<file path="src/rtl/arp_reply_queue_pkg.sv">
// ARP reply queue: shared constants, FSM states and frame byte mapper.
// Frame layout offsets are byte indices into the Ethernet frame.
package arp_pkg;

  localparam logic [15:0] ETHERTYPE_ARP = 16'h0806;
  localparam logic [15:0] ARP_HTYPE     = 16'h0001;
  localparam logic [15:0] ARP_PTYPE     = 16'h0800;
  localparam logic [15:0] ARP_OP_REPLY  = 16'h0002;
  localparam logic [7:0]  ARP_HLEN      = 8'h06;
  localparam logic [7:0]  ARP_PLEN      = 8'h04;

  localparam int REQ_BYTES    = 10;
  localparam int ARP_BODY_END = 42;

  localparam int OFF_DST_MAC = 0;
  localparam int OFF_SRC_MAC = 6;
  localparam int OFF_ETYPE   = 12;
  localparam int OFF_SHA     = 22;
  localparam int OFF_SPA     = 28;
  localparam int OFF_THA     = 32;
  localparam int OFF_TPA     = 38;

  typedef enum logic [1:0] {
    ST_IDLE,
    ST_SEND,
    ST_ABORT
  } arp_state_e;

  // rec = {requester MAC, requester IP}; returns 0 past the ARP body
  function automatic logic [7:0] frame_byte(
    input logic [7:0]  idx,
    input logic [79:0] rec,
    input logic [47:0] lmac,
    input logic [31:0] lip
  );
    logic [79:0] hdr;
    logic [7:0]  b;
    int i;
    int k;
    hdr = {ETHERTYPE_ARP, ARP_HTYPE, ARP_PTYPE,
           ARP_HLEN, ARP_PLEN, ARP_OP_REPLY};
    i = int'(idx);
    b = 8'h00;
    if (i < OFF_SRC_MAC) begin
      k = i - OFF_DST_MAC;
      b = rec[8*(9-k) +: 8];
    end else if (i < OFF_ETYPE) begin
      k = i - OFF_SRC_MAC;
      b = lmac[8*(5-k) +: 8];
    end else if (i < OFF_SHA) begin
      k = i - OFF_ETYPE;
      b = hdr[8*(9-k) +: 8];
    end else if (i < OFF_SPA) begin
      k = i - OFF_SHA;
      b = lmac[8*(5-k) +: 8];
    end else if (i < OFF_THA) begin
      k = i - OFF_SPA;
      b = lip[8*(3-k) +: 8];
    end else if (i < OFF_TPA) begin
      k = i - OFF_THA;
      b = rec[8*(9-k) +: 8];
    end else if (i < ARP_BODY_END) begin
      k = i - OFF_TPA;
      b = rec[8*(3-k) +: 8];
    end
    return b;
  endfunction

endpackage

</file>
<file path="src/rtl/arp_reply_queue_fifo.sv">
// Pending ARP request record FIFO.
// Push while full is accepted when a pop happens in the same cycle.
module arp_req_fifo
  import arp_pkg::*;
#(
  parameter int DEPTH = 4,
  parameter int W     = 80
) (
  input  logic                   clk,
  input  logic                   rst,
  input  logic                   push,
  input  logic                   pop,
  input  logic [W-1:0]           wdata,
  output logic [W-1:0]           rdata,
  output logic                   full,
  output logic                   empty,
  output logic [$clog2(DEPTH):0] level
);

  localparam int AW = $clog2(DEPTH);

  logic [W-1:0]  mem [DEPTH];
  logic [AW-1:0] wr_ptr;
  logic [AW-1:0] rd_ptr;
  logic [AW:0]   cnt;
  logic          do_push;
  logic          do_pop;

  assign empty   = (cnt == '0);
  assign full    = (cnt == (AW+1)'(DEPTH));
  assign level   = cnt;
  assign rdata   = mem[rd_ptr];
  assign do_pop  = pop && !empty;
  assign do_push = push && (!full || do_pop);

  // record storage, no reset needed
  always_ff @(posedge clk) begin
    if (do_push) mem[wr_ptr] <= wdata;
  end

  // pointers and occupancy
  always_ff @(posedge clk or posedge rst) begin
    if (rst) begin
      wr_ptr <= '0;
      rd_ptr <= '0;
      cnt    <= '0;
    end else begin
      if (do_push) wr_ptr <= wr_ptr + AW'(1);
      if (do_pop)  rd_ptr <= rd_ptr + AW'(1);
      case ({do_push, do_pop})
        2'b10:   cnt <= cnt + (AW+1)'(1);
        2'b01:   cnt <= cnt - (AW+1)'(1);
        default: cnt <= cnt;
      endcase
    end
  end

endmodule

</file>
<file path="src/rtl/arp_reply_queue.sv">
// Queued ARP reply frame generator for the Ethernet TX path.
// Optional ARP_DROP_COUNT_EN enables the saturating drop counter.
module arp_reply_queue
  import arp_pkg::*;
#(
  parameter int          DEPTH   = 4,
  parameter int          MIN_LEN = 60,
  parameter logic [31:0] IP      = 32'hC0A80702,
  parameter logic [47:0] MAC     = 48'h125555000130
) (
  input  logic        clk,
  input  logic        rst,
  input  logic [10:0] arp_bus,
  input  logic [8:0]  address_set,
  output logic        arp_reply_req,
  input  logic        strobe,
  output logic [7:0]  data_out,
  output logic        busy,
  output logic [7:0]  drop_cnt
);

  localparam int LW = $clog2(DEPTH) + 1;

  logic [79:0] stage_rec, stage_nxt, head;
  logic [3:0]  stage_cnt, cnt_nxt;
  logic        mal, mal_nxt;
  logic        commit, pop, full, empty, req_nxt;
  logic [LW-1:0] level;
  logic [47:0] loc_mac, snap_mac;
  logic [31:0] loc_ip, snap_ip;
  logic [79:0] snap_rec;
  logic [3:0]  cfg_ptr;
  arp_state_e  state, state_nxt;
  logic        strobe_q, rise, idx_v;
  logic [7:0]  n, idx, byte_sel;

  // staging view including a byte written this cycle
  always_comb begin
    stage_nxt = stage_rec;
    cnt_nxt   = stage_cnt;
    mal_nxt   = mal;
    if (arp_bus[8]) begin
      if (stage_cnt < 4'(REQ_BYTES)) begin
        stage_nxt[8*(9-int'(stage_cnt)) +: 8] = arp_bus[7:0];
        cnt_nxt = stage_cnt + 4'd1;
      end else begin
        mal_nxt = 1'b1;
      end
    end
  end

  assign commit = arp_bus[9] && arp_bus[10] && !mal_nxt &&
                  (cnt_nxt == 4'(REQ_BYTES)) && (!full || pop);

  // staging register, cleared by every end-of-request strobe
  always_ff @(posedge clk or posedge rst) begin
    if (rst) begin
      stage_rec <= '0;
      stage_cnt <= '0;
      mal       <= 1'b0;
    end else begin
      stage_rec <= stage_nxt;
      stage_cnt <= arp_bus[9] ? 4'd0 : cnt_nxt;
      mal       <= arp_bus[9] ? 1'b0 : mal_nxt;
    end
  end

  arp_req_fifo #(.DEPTH(DEPTH), .W(80)) u_fifo (
    .clk   (clk),
    .rst   (rst),
    .push  (commit),
    .pop   (pop),
    .wdata (stage_nxt),
    .rdata (head),
    .full  (full),
    .empty (empty),
    .level (level)
  );

  assign req_nxt = commit || (pop ? (level != LW'(1)) : !empty);

  // runtime rewrite of local MAC/IP, one byte per write
  always_ff @(posedge clk or posedge rst) begin
    if (rst) begin
      loc_mac <= MAC;
      loc_ip  <= IP;
      cfg_ptr <= '0;
    end else if (address_set[8]) begin
      if (cfg_ptr < 4'd6)
        loc_mac[8*(5-int'(cfg_ptr)) +: 8] <= address_set[7:0];
      else
        loc_ip[8*(9-int'(cfg_ptr)) +: 8] <= address_set[7:0];
      cfg_ptr <= (cfg_ptr == 4'd9) ? 4'd0 : cfg_ptr + 4'd1;
    end
  end

  assign rise = strobe && !strobe_q;
  assign busy = (state != ST_IDLE);

  // frame FSM next state and pop decision
  always_comb begin
    state_nxt = state;
    pop       = 1'b0;
    unique case (state)
      ST_IDLE: begin
        if (rise && !empty) state_nxt = ST_SEND;
      end
      ST_SEND: begin
        if (!strobe) begin
          if (n >= 8'(ARP_BODY_END)) begin
            state_nxt = ST_IDLE;
            pop       = 1'b1;
          end else begin
            state_nxt = ST_ABORT;
          end
        end
      end
      ST_ABORT: state_nxt = ST_IDLE;
      default:  state_nxt = ST_IDLE;
    endcase
  end

  assign byte_sel = (int'(idx) >= MIN_LEN) ? 8'h00 :
                    frame_byte(idx, snap_rec, snap_mac, snap_ip);

  // state, byte counter, snapshot and two-stage output pipeline
  always_ff @(posedge clk or posedge rst) begin
    if (rst) begin
      state         <= ST_IDLE;
      strobe_q      <= 1'b0;
      n             <= '0;
      idx           <= '0;
      idx_v         <= 1'b0;
      data_out      <= '0;
      snap_rec      <= '0;
      snap_mac      <= '0;
      snap_ip       <= '0;
      arp_reply_req <= 1'b0;
    end else begin
      state         <= state_nxt;
      strobe_q      <= strobe;
      arp_reply_req <= req_nxt;
      data_out      <= idx_v ? byte_sel : 8'h00;
      idx_v         <= 1'b0;
      if (state == ST_IDLE && state_nxt == ST_SEND) begin
        snap_rec <= head;
        snap_mac <= loc_mac;
        snap_ip  <= loc_ip;
        idx      <= 8'd0;
        idx_v    <= 1'b1;
        n        <= 8'd1;
      end else if (state == ST_SEND && strobe) begin
        idx   <= n;
        idx_v <= 1'b1;
        if (n != 8'hFF) n <= n + 8'd1;
      end
    end
  end

`ifdef ARP_DROP_COUNT_EN
  logic       drop;
  logic [7:0] drops;

  assign drop     = arp_bus[9] && !commit;
  assign drop_cnt = drops;

  // saturating count of discarded requests
  always_ff @(posedge clk or posedge rst) begin
    if (rst)
      drops <= '0;
    else if (drop && drops != 8'hFF)
      drops <= drops + 8'd1;
  end
`else
  assign drop_cnt = 8'h00;
`endif

endmodule

</file>
<file path="config.mk">
export PLATFORM = sky130hd
export DESIGN_NAME = arp_reply_queue
export DESIGN_NICKNAME = d
export VERILOG_FILES = /design/src/rtl/arp_reply_queue_pkg.sv /design/src/rtl/arp_reply_queue_fifo.sv /design/src/rtl/arp_reply_queue.sv
export SDC_FILE = /design/constraint.sdc
export NUM_CORES = 1
export LEC_CHECK = 0
export BUFFER_PORTS_ARGS = -buffer_cell sky130_fd_sc_hd__buf_4
export CAP_MARGIN = 25
export CORE_ASPECT_RATIO = 0.9
export CORE_UTILIZATION = 30
export CTS_CLUSTER_SIZE = 12
export DETAILED_ROUTE_END_ITERATION = 6
export GPL_TIMING_DRIVEN = 1
export MAX_ROUTING_LAYER = met4
export PLACE_DENSITY_LB_ADDON = 0.3
export SLEW_MARGIN = 20
export SYNTH_ARGS = -nofsm -noshare
export SYNTH_HDL_FRONTEND = slang
export SYNTH_SLANG_ARGS = --single-unit
export TNS_END_PERCENT = 20
</file>
<file path="constraint.sdc">
create_clock -name clk -period 17.7 [get_ports clk]
set_input_delay 2.655 -clock clk [delete_from_list [all_inputs] [get_ports clk]]
set_output_delay 2.655 -clock clk [all_outputs]
set_load 0.02 [all_outputs]
</file>
Word level (Yosys, flattened, before mapping)

Memory sizes are Yosys's and may differ from the RTL's. A register that Yosys moved wholly into a read port is not among the register bits.
Cells that the tools add are included.

$add $sub $neg: 26
$lt $le $gt $ge: 11
Equal/unequal tests: 9
Shift operators: 13
Muxes and demuxes: 39
Bitwise logic cells: 1
Reduce and logical (&&, ||, !) cells: 26

Operator list:

| cell                                                                                 | count |
|---|---|
| 80-bit two-way mux                                                                   | 2 |
| 80-bit by 13-bit variable part select with 8-bit output                              | 2 |
| 8-bit two-way mux                                                                    | 14 |
| 8-bit negation with 33-bit output                                                    | 3 |
| 48-bit by 13-bit variable part select with 8-bit output                              | 2 |
| 80-bit bitwise mux                                                                   | 1 |
| 8-bit by 33-bit variable shift with 80-bit output (first input constant)             | 1 |
| 8-bit by 33-bit variable part select with 80-bit output                              | 1 |
| 80-bit by 12-bit variable part select with 8-bit output                              | 1 |
| 80-bit by 13-bit variable part select with 8-bit output (first input constant)       | 1 |
| 48-bit bitwise mux                                                                   | 1 |
| 8-bit by 33-bit variable shift with 48-bit output (first input constant)             | 1 |
| 8-bit by 33-bit variable part select with 48-bit output                              | 1 |
| 8-bit by 33-bit variable shift with 32-bit output (first input constant)             | 1 |
| 8-bit by 33-bit variable part select with 32-bit output                              | 1 |
| 32-bit bitwise mux                                                                   | 1 |
| 32-bit by 13-bit variable part select with 8-bit output                              | 1 |
| 8-bit by 6-bit < comparator with 1-bit output (second input constant)                | 3 |
| 3-bit by 9-bit subtractor with 10-bit output (first input constant)                  | 2 |
| 4-bit by 9-bit subtractor with 10-bit output (first input constant)                  | 2 |
| 5-bit by 9-bit subtractor with 10-bit output (first input constant)                  | 2 |
| 8-bit by 5-bit subtractor with 9-bit output (second input constant)                  | 2 |
| 8-bit by 6-bit subtractor with 9-bit output (second input constant)                  | 2 |
| 8-bit by 6-bit greater-or-equal comparator with 1-bit output (second input constant) | 2 |
| other kinds (34)                                                                     | 75 |

Flip-flop bits (word level): 285
RAM bits: 320
Logic and storage cells: 144
Memories: 1

Memories:

| memory     | words | width | read ports | clocked after Yosys merged registers in | wr ports | RTL line                   | RTL |
|---|---|---|---|---|---|---|---|
| u_fifo.mem | 4     | 80    | 1          | 1                                       | 1        | arp_reply_queue_fifo.sv:22 | `logic [W-1:0] mem [DEPTH];` |

Depth between registers and ports, before layout

Depth in word-level cells: 12
Mapped depth: 15

Hierarchy

Synthesis repeated with hierarchy kept, for this count alone.

Cells, all modules: 2,266
Area total of the unflattened synthesis: 29,400.7 um2

Modules (own cells, without submodules):

| module          | instances | cells an instance | area each (um2) | sequential area each (um2) |
|---|---|---|---|---|
| arp_reply_queue | 1         | 1,809             | 17,461.7        | 8,986.1 |
| arp_req_fifo    | 1         | 457               | 11,939.0        | 9,784.4 |

Worst setup path after synthesis

Ideal clock, no wire load.

Kind: input to register
From: input port strobe
To: memory u_fifo.mem[0][0] (enable)
Library setup time: 0.447 ns
Data arrival time: 5.624 ns
Required time: 17.253 ns
Slack: 11.629 ns
Stages on the path: 5
Path buffers: 0
Path through: inv_1 > nand3_1 > a21o_1 > a311oi_1 > and2_1

Cells in the longest elaborated chain, start to end: 7
Elaborated cells on any way between the ends: 9

Ends and longest elaborated chain:

| what                                                  | RTL line                                          | RTL |
|---|---|---|
| from (decl)                                           | arp_reply_queue.sv:16                             | `input logic strobe,` |
| 1-bit two-way mux *                                   | arp_reply_queue.sv:109                            | `if (!strobe) begin` |
| 1-bit two-way mux *                                   | arp_reply_queue.sv:104                            | `unique case (state)` |
| 1-bit logical OR or 1-bit logical AND (tied branches) | arp_reply_queue.sv:53, arp_reply_queue_fifo.sv:33 |  |
| 1-bit logical AND or 1-bit logical OR (tied branches) | arp_reply_queue.sv:53, arp_reply_queue_fifo.sv:34 |  |
| 1-bit logical AND *                                   | arp_reply_queue_fifo.sv:34                        | `assign do_push = push && (!full \|\| do_pop);` |
| 1-bit two-way mux *                                   | arp_reply_queue_fifo.sv:38                        | `if (do_push) mem[wr_ptr] <= wdata;` |
| 1-bit two-way mux (not written as such) *             | arp_reply_queue_fifo.sv:38                        |  |
| to (decl)                                             | arp_reply_queue_fifo.sv:22                        |  |

Mark *: on every way between the ends. The rest lies on a longest branch, timed or not.

Worst setup path after layout

From: input port strobe
To: memory u_fifo.mem[0][75] (enable)

Same word-level chain as after synthesis.

==> flow_summary.ini <==
[finish]
n_antenna_cell = 0
multi_input_area_um2 = 10000
drive_gt1_share_pct = 19.1
area_growth_pct = 13.5
final_nets = 2324
nFillCells = 9410
seqCellArea_um2 = 18800

[routing]
drt-initial-drc-count = 1447
avgRoutedWirePerCell_um = 19.8
dr.pass1.iters = 5
drt-vias-per-instance = 4.88
vias = 17453
drtAntennaViolNets = 0
drc = 0
postRouteWirelength_um = 70800

[global_route]
grt_pass1_wl_um = 110000
grt_start_max_net_pins = 140
antenna_found_initial = 0
grtUsageTotal_pct = 14.9
overflow = 0
grt_pass1_vias = 18122

[cts]
cts_root_buffer = clkbuf_16
cts_sinks = 685
numCtsBuffers = 72
cts_tree = done
path_clk_slew_ns = 0.06
post-cts-setup-buffer-count = 0
cts-resized-gates = 0
cts.htree.levels = 3
holdBufCountCts = 0
cts_buffer_depth = 3
clkLatencyLatePin_ns = 0.64

[logic_synthesis]
syn_area_um2 = 29300
avgSynthCellArea_um2 = 13.2
ys_warn_count = 0
synth_area_leaders = edfxtp_1, dfrtp_1, mux4_2, nand2_1, mux2_2
synthFlopType = dfrtp_1
yosysTopAreaCell = edfxtp_1
synth-seq-cells = 685
synth_most_common_cell = nand2_1
ys_top_cells_by_count = nand2_1, dfrtp_1, edfxtp_1
async_reset_ff_share_pct = 53.3
yosysSeqAreaShare_pct = 64.0
synth.distinct_cells = 82
synth_edf_count = 320
synth.top_cell.area_share_pct = 32.8
synthCells = 2229

[worst_hold_path]
min-delay-path-class = flop to flop

[critical_path]
crit_fanout = 53
cp-end-kind = flop
critPathRequiredTime_ns = 17.94
cp-start-kind = primary input
worstSetupPathType = primary input to flop
arrival_ns = 5.54

[timing]
final.setup.tns_ns = 0
worst_pin_slew_ns = 0.912
hold_viol_final = 0
skew_ns = 0.0399
post-route-period-util_pct = 29.9
final_max_slew_viol_count = 0
relSlewSlack_pct = 38.8
fmax_mhz = 189
setup_ws_ns = 12.40
setup_violations = 0
hold_ws_ns = 0.434
rsz0062_at_grt = no
period_needed_ns = 5.30

[floorplan]
start_util_pct = 30.4
ios = 41
fp.dieW_um = 332
die_h_um = 299
die_area_um2 = 99100
core-area_um2 = 96600
rows = 108

[place]
place_congestion = 0.871
io_buffer_count = 32
dp.final_hpwl_um = 44200
dp_slack_ns = 11.76

[power]
power_mw = 3.65
leakage_nw = 13.4
vdd_drop_max_v = 0.0000710
power.density_nw_per_um2 = 110

[status]
status = finished clean

[run]
cap_violations = 0
-- critical path, stage by stage --
cell      delay, ns
buf_4          0.11
inv_1          0.13
nand3_1        0.12
a21o_1         0.31
a311oi_1       0.60
buf_2          0.29
and2_4         0.46
buf_4          0.78
-- metal layers --
layer | wire, µm | GRT usage, % | share of wire [%]
met1 | 34000 | 20.6 | 48
met2 | 32700 | 22.7 | 46
met3 | 2850 | 2.67 | 4.0
met4 | 1290 | 3.54 | 1.8
met5 | 0 | - | 0
-- cells by family after synthesis --
kind of cell / count (synthesis) / share of synthesized area, %
AND/OR/NAND/NOR: 837 / 12.3
flip-flops: 685 / 64.0
multiplexers: 275 / 14.2
AO/OA/AOI/OAI: 199 / 4.45
buffers and inverters: 154 / 2.11
adder cells (fa/ha/maj): 48 / 2.05
XOR/XNOR: 30 / 0.896
other: 1 / 0.0128
-- cell type report --
cell class / instances / area share (%)
sequential: 685 / 56.4
multi-input combinational: 1397 / 30.0
clock buffer: 118 / 6.18
tap: 1265 / 4.75
timing repair buffer: 60 / 1.41
clock inverter: 15 / 0.752
inverter: 37 / 0.440
-- report_power, final --
part / switching [mW] / internal (mW)
combinational: 0.236 / 0.115
clock: 0.637 / 0.850
sequential: 0.0341 / 1.78
total: 0.907 / 2.74
-- registers in the layout (all words and copies together) (netlist names), 8 cells and up --
signal and flops:
u_fifo.mem 320, stage_rec 80, idx 8, snap_rec 80, snap_mac 48, loc_mac 48
data_out 8, n 8, loc_ip 32, snap_ip 32
-- per-stage QoR --
step,cells,util [%],instance area (µm²)
after floorplan,2236,-,29400
after global placement,3440,32.0,30900
after detailed placement,3442,32.0,31000
after CTS,3575,34.4,33300
after global routing,3577,34.5,33300
final,3577,34.5,33300
-- cells in the final DEF (no fill, tap or decap), drive strengths merged, types with 17 or more instances in the layout --
cell and instances:
o21ai 56, and2 18, dfrtp 343, nor3 22, nor2b 17, mux4 100
nor2 90, buf 60, dfstp 22, mux2i 41, mux2 134, inv 41
ha 48, clkbuf 118, edfxtp 320, nand2 589, a21oi 41, nand3 23
xnor2 19
-- path summary, 6_finish.rpt --
| path | from | end | slack (ns) | cells past startpoint |
|---|---|---|---|---|
| worst max register to register | stage_cnt[1]$_DFF_PP0_ | u_fifo.mem[0][12]$_DFFE_PP_ | 12.95 | 12 |
| worst min-delay path | loc_ip[6]$_DFFE_PP0P_ | snap_ip[6]$_DFFE_PP0P_ | 0.43 | 2 |
| min in group asynchronous | rst | snap_ip[25]$_DFFE_PP0P_ | 2.17 | 2 |
| max in group asynchronous | rst | snap_rec[69]$_DFFE_PP0P_ | 13.33 | 4 |
| worst min register to register | loc_ip[6]$_DFFE_PP0P_ | snap_ip[6]$_DFFE_PP0P_ | 0.43 | 2 |
| worst max-delay path | strobe | u_fifo.mem[0][75]$_DFFE_PP_ | 12.40 | 8 |
Note: power is estimated with default switching activity, not from simulation.
